<file path="src/rtl/perf_counter_bank.sv">
// Performance counter bank: per-cycle, retirement-class, branch, stall and external event
// counters with a RUN/HALTED freeze FSM, sticky overflow flags and a registered readout port.
module perf_counter_bank #(
   parameter int WIDTH    = 32,
   parameter int NUM_EXT  = 2,
   parameter int SATURATE = 0,
   localparam int NUM_CH  = 6 + NUM_EXT,
   localparam int SELW    = (NUM_CH > 1) ? $clog2(NUM_CH) : 1,
   localparam int EXTW    = (NUM_EXT > 0) ? NUM_EXT : 1
) (
   input  logic              clk,
   input  logic              reset,
   input  logic [5:0]        op,
   input  logic              valid,
   input  logic              stall,
   input  logic              br_taken,
   input  logic              halt,
   input  logic              clear,
   input  logic [EXTW-1:0]   ext_ev,
   input  logic [SELW-1:0]   sel,
   output logic [WIDTH-1:0]  rdata,
   output logic [WIDTH-1:0]  statTC,
   output logic [WIDTH-1:0]  statR,
   output logic [WIDTH-1:0]  statI,
   output logic [WIDTH-1:0]  statJ,
   output logic [NUM_CH-1:0] ovf,
   output logic              halted
);

   // state     | meaning
   // ST_RUN    | counters advance on their events
   // ST_HALTED | all counters frozen; left only via reset or clear
   typedef enum logic {ST_RUN, ST_HALTED} state_t;

   localparam logic [WIDTH-1:0] ALL_ONES = {WIDTH{1'b1}};

   state_t             state_q, state_d;
   logic [WIDTH-1:0]   cnt_q [NUM_CH];
   logic [WIDTH-1:0]   cnt_d [NUM_CH];
   logic [NUM_CH-1:0]  ovf_q, ovf_d;
   logic [WIDTH-1:0]   rdata_q, rdata_d;
   logic [NUM_CH-1:0]  inc;
   logic               retire;

   always_comb begin
      state_d = state_q;
      cnt_d   = cnt_q;
      ovf_d   = ovf_q;
      inc     = '0;
      retire  = valid && !stall && (state_q == ST_RUN);

      if (state_q == ST_RUN) begin
         inc[0] = 1'b1;
         inc[1] = retire && (op == 6'h00);
         inc[3] = retire && ((op == 6'h02) || (op == 6'h03));
         inc[2] = retire && (op != 6'h00) && (op != 6'h02) && (op != 6'h03);
         inc[4] = br_taken;
         inc[5] = stall;
         for (int k = 0; k < NUM_EXT; k++) begin
            inc[6+k] = ext_ev[k];
         end
         if (halt) state_d = ST_HALTED;
      end

      for (int ch = 0; ch < NUM_CH; ch++) begin
         if (inc[ch]) begin
            if (cnt_q[ch] == ALL_ONES) begin
               ovf_d[ch] = 1'b1;
               cnt_d[ch] = (SATURATE != 0) ? ALL_ONES : '0;
            end else begin
               cnt_d[ch] = cnt_q[ch] + WIDTH'(1);
            end
         end
      end

      // clear overrides halt and every increment of this cycle
      if (clear) begin
         cnt_d   = '{default: '0};
         ovf_d   = '0;
         state_d = ST_RUN;
      end

      rdata_d = '0;
      for (int ch = 0; ch < NUM_CH; ch++) begin
         if (sel == SELW'(ch)) rdata_d = cnt_q[ch];
      end
   end

   always_ff @(posedge clk) begin
      if (reset) begin
         state_q <= ST_RUN;
         cnt_q   <= '{default: '0};
         ovf_q   <= '0;
         rdata_q <= '0;
      end else begin
         state_q <= state_d;
         cnt_q   <= cnt_d;
         ovf_q   <= ovf_d;
         rdata_q <= rdata_d;
      end
   end

   assign rdata  = rdata_q;
   assign statTC = cnt_q[0];
   assign statR  = cnt_q[1];
   assign statI  = cnt_q[2];
   assign statJ  = cnt_q[3];
   assign ovf    = ovf_q;
   assign halted = (state_q == ST_HALTED);

endmodule
</file>
<file path="config.mk">
export PLATFORM = sky130hd
export DESIGN_NAME = perf_counter_bank
export DESIGN_NICKNAME = d
export VERILOG_FILES = /design/src/rtl/perf_counter_bank.sv
export SDC_FILE = /design/constraint.sdc
export NUM_CORES = 1
export LEC_CHECK = 0
export CAP_MARGIN = 20
export CORE_UTILIZATION = 57
export CTS_BUF_LIST = sky130_fd_sc_hd__clkbuf_16
export DETAILED_ROUTE_END_ITERATION = 16
export PLACE_DENSITY = 0.81
export SYNTH_ARGS = -nofsm -noshare
export SYNTH_HDL_FRONTEND = slang
export SYNTH_SLANG_ARGS = --single-unit
</file>
<file path="constraint.sdc">
create_clock -name clk -period 2.7 [get_ports clk]
set_input_delay 0.27 -clock clk [delete_from_list [all_inputs] [get_ports clk]]
set_output_delay 0.27 -clock clk [all_outputs]
set_load 0.02 [all_outputs]
</file>
==> impl_results.md <==
* IO Count at 187
* R2R setup slack at 0.27 ns
* Placer Congestion at 1.01
* Ant diodes at 0
* Synth unique cells at 63
* Worst VDD drop at 0.607 mV
* FILL cells at about 2200
* Port bufs at 186
* Sequential power share at 0.454
* Largest net degree at the start of global routing at between 60 and 70
* Max-Cap Viols at 0
* Crit end category: flip-flop
* Nets at 1990
* Max Root-Sink Buffers at 3
* Die Y at roughly 170 µm
* Hold-fix buffers, CTS at 0
* Worst R2R End: statI[26]$_SDFFE_PP0P_
* Sw power at between 0.002 and 0.0025 W
* Ratio of cells with drive above 1 in the final layout at 0.106
* TritonRoute pass-1 iters at 6
* Hold wc startpoint: halt
* CP Launch Type: flip-flop
* WP data required at between 3 and 4 ns
* CTS H-tree lvls at 1
* Hold Path Cell Cnt at 3
* Die width at between 150 and 200 µm
* Final wirelength at 50600 µm
* Final Skew at roughly 0.017 ns
* RSZ-0062 raised after global routing: false
* Final critical-path required period at 2.43 ns
* Synthesized netlist cell count at between 1500 and 2000
* Clock sink count at 297
* Int Pwr at ~0.0075 W
* Multi-input gate area at 0.00855 mm²
* TritonCTS clock tree: done
* HP Class: input pin to flip-flop
* Grt ovf at 0
* Iteration-0 DRC Markers at between 1500 and 2000
* Worst skew pair latency at 0.59 ns
* Post-synth ARST share at 0
* Final Hold Vio Count at 0
* Fmax at 411 MHz
* Number of global-route vias before repair at roughly 14000
* Routed Antenna Nets at 0
* Post-synth EDFFs at 0
* Pins Over Slew Limit at 0
* Pwr per Cell Area at 521 mW/mm²
* Post-CTS setup buffer count at 0
* Final Setup Violations at 0
* Sw Share at 0.233
* Most frequent cells in the layout: nor2_1, dfxtp_1, clkdlybuf4s50_1
* #FFs+latches synth at 297
* Routed len/inst at between 20 and 25 µm
* Syn_nets at 1907
* Hold Path End: halted$_SDFF_PP0_
* RR Startpoint: statI[6]$_SDFFE_PP0P_
* Final TNS setup at 0 ns
* Pleak at 6.12 nW
* Register Area at 0.00595 mm²
* CP arrival at 2.95 ns
* Outcome: finished, final reports clean
* Slew Limit Headroom at 0.392
* Setup CP Type: flip-flop to flip-flop
* Commonest non-fill, non-tap cell in the layout: nor2_1
* Synth Cell Area at around 0.016 mm²
* Via count at 14700
* Die area at 0.0286 mm²
* Sequential element share of the synthesized area at 0.373
* Total Routing Usage GR at 0.348
* Worst-Margin Slew at 0.889 ns
* First-pass GRT wire length at 77000 µm
* Syn_area_per_cell at around 8.5 µm²
* Initial core utilization at 0.586
* Clock slew at reported path FFs at 0.06 ns
* Vias per Instance at 6.24
* Post-CTS Resized at 0
* Comb pwr share at 0.052
* R2R depth at 6
* Clock buffer count from CTS at 31
* Final hold slack at 0.270 ns
* Syn. warnings at 0
* Core outline area at ~0.027 mm²
* Period utilisation layout at 0.901
* Maximum fanout along the worst path at 8
* Clock share of power at 0.494
* DPL Wire Length at 37500 µm
* Root Buffer: clkbuf_16
* Drt drc at 0
* Main flop type after synthesis: dfxtp_1
* Antenna violations before repair at 0
* Area delta synth->final at 17.6%
* # rows at 60
[per-stage QoR]
step | utilization | cells | setup slack, ns | area, µm² | total power (W)
3_3_place_gp | 0.647 | 2303 | 0.266 | 17600 | 0.00501
3_5_place_dp | 0.647 | 2303 | 0.173 | 17600 | 0.00502
4_1_cts | 0.689 | 2361 | 0.157 | 18700 | 0.00976
2_1_floorplan | - | 1881 | 0.622 | 15900 | 0.00480
5_1_grt | 0.689 | 2361 | 0.0737 | 18700 | 0.00998
6_report | 0.689 | 2361 | 0.266 | 18700 | 0.00975
[power groups by stage]
stage / logic [W] / clock network [W] / registers [W]
4_1_cts: 0.000494 / 0.00484 / 0.00443
6_report: 0.000505 / 0.00482 / 0.00443
3_3_place_gp: 0.000484 / 0 / 0.00453
2_1_floorplan: 0.000251 / 0 / 0.00455
5_1_grt: 0.000530 / 0.00502 / 0.00443
3_5_place_dp: 0.000490 / 0 / 0.00453
[critical path, cell delays in order, from the launching register on]
cell,delay [ns]
dfxtp_1,0.45
nand4_1,0.24
nor4_2,0.58
buf_4,0.27
nand4_1,0.27
or3_1,0.42
a21oi_1,0.14
[Yosys cell counts, drive strengths merged (15+ instances only)]
cell type | count | share of area
xnor2 | 95 | 0.052
nor2 | 328 | 0.077
a2111oi | 25 | 0.014
o22ai | 29 | 0.011
buf | 154 | 0.070
xor2 | 110 | 0.060
nand3 | 94 | 0.030
nor3 | 60 | 0.019
a22o | 15 | 0.0082
or3 | 33 | 0.013
mux4 | 27 | 0.038
nand2 | 110 | 0.026
o21ai | 47 | 0.015
mux2 | 19 | 0.013
mux2i | 15 | 0.0094
inv | 26 | 0.0061
a21oi | 35 | 0.011
clkbuf | 62 | 0.015
nand4 | 109 | 0.044
dfxtp | 297 | 0.37
nor4 | 29 | 0.015
and4 | 22 | 0.012
and3 | 26 | 0.010
[cell type report]
class / count / share of cell area
timing repair buffer: 266 / 0.135
sequential: 297 / 0.317
multi-input combinational: 1342 / 0.456
clock inverter: 27 / 0.0201
inverter: 26 / 0.00521
tap: 372 / 0.0249
clock buffer: 31 / 0.0414
[how the worst max path moves through the flow]
stage	startpoint	to	slack (ns)	depth (start not counted)
2_1_floorplan	halted$_SDFF_PP0_	statR[31]$_SDFFE_PP0P_	0.62	5
3_3_place_gp	op[3]	statJ[18]$_SDFFE_PP0P_	0.27	7
3_5_place_dp	cnt_q[69]$_SDFFE_PP0P_	cnt_q[80]$_SDFFE_PP0P_	0.17	5
4_1_cts	cnt_q[69]$_SDFFE_PP0P_	cnt_q[80]$_SDFFE_PP0P_	0.16	5
5_1_grt	statI[6]$_SDFFE_PP0P_	statI[30]$_SDFFE_PP0P_	0.07	6
6_report	statI[6]$_SDFFE_PP0P_	statI[26]$_SDFFE_PP0P_	0.27	6
[logic make-up (layout without fill, tap and decap cells)]
group | after synthesis | after routing | share of synthesized area
compound gates | 184 | 184 | 0.0759
fa+ha+maj | 8 | 8 | 0.00628
simple gates | 884 | 884 | 0.280
mux | 61 | 61 | 0.0610
buf+inv | 242 | 350 | 0.0909
flops | 297 | 297 | 0.373
xor+xnor | 205 | 205 | 0.113
[sequential cells by signal, summed over array words and instances (netlist names)]
name	flops
cnt_q	128
rdata	32
statI	32
statJ	32
statR	32
statTC	32
ovf	8
halted	1
[layer usage]
metal | global-route usage | vias up | part of all wire | wire [µm]
li1 | - | 6696 | - | -
met1 | 0.451 | 6967 | 0.39 | 19700
met2 | 0.555 | 873 | 0.45 | 22900
met3 | 0.0581 | 195 | 0.10 | 5040
met4 | 0.186 | 0 | 0.060 | 3050
met5 | 0 | - | 0 | 0
No activity file was read; power rests on OpenSTA's default activity.
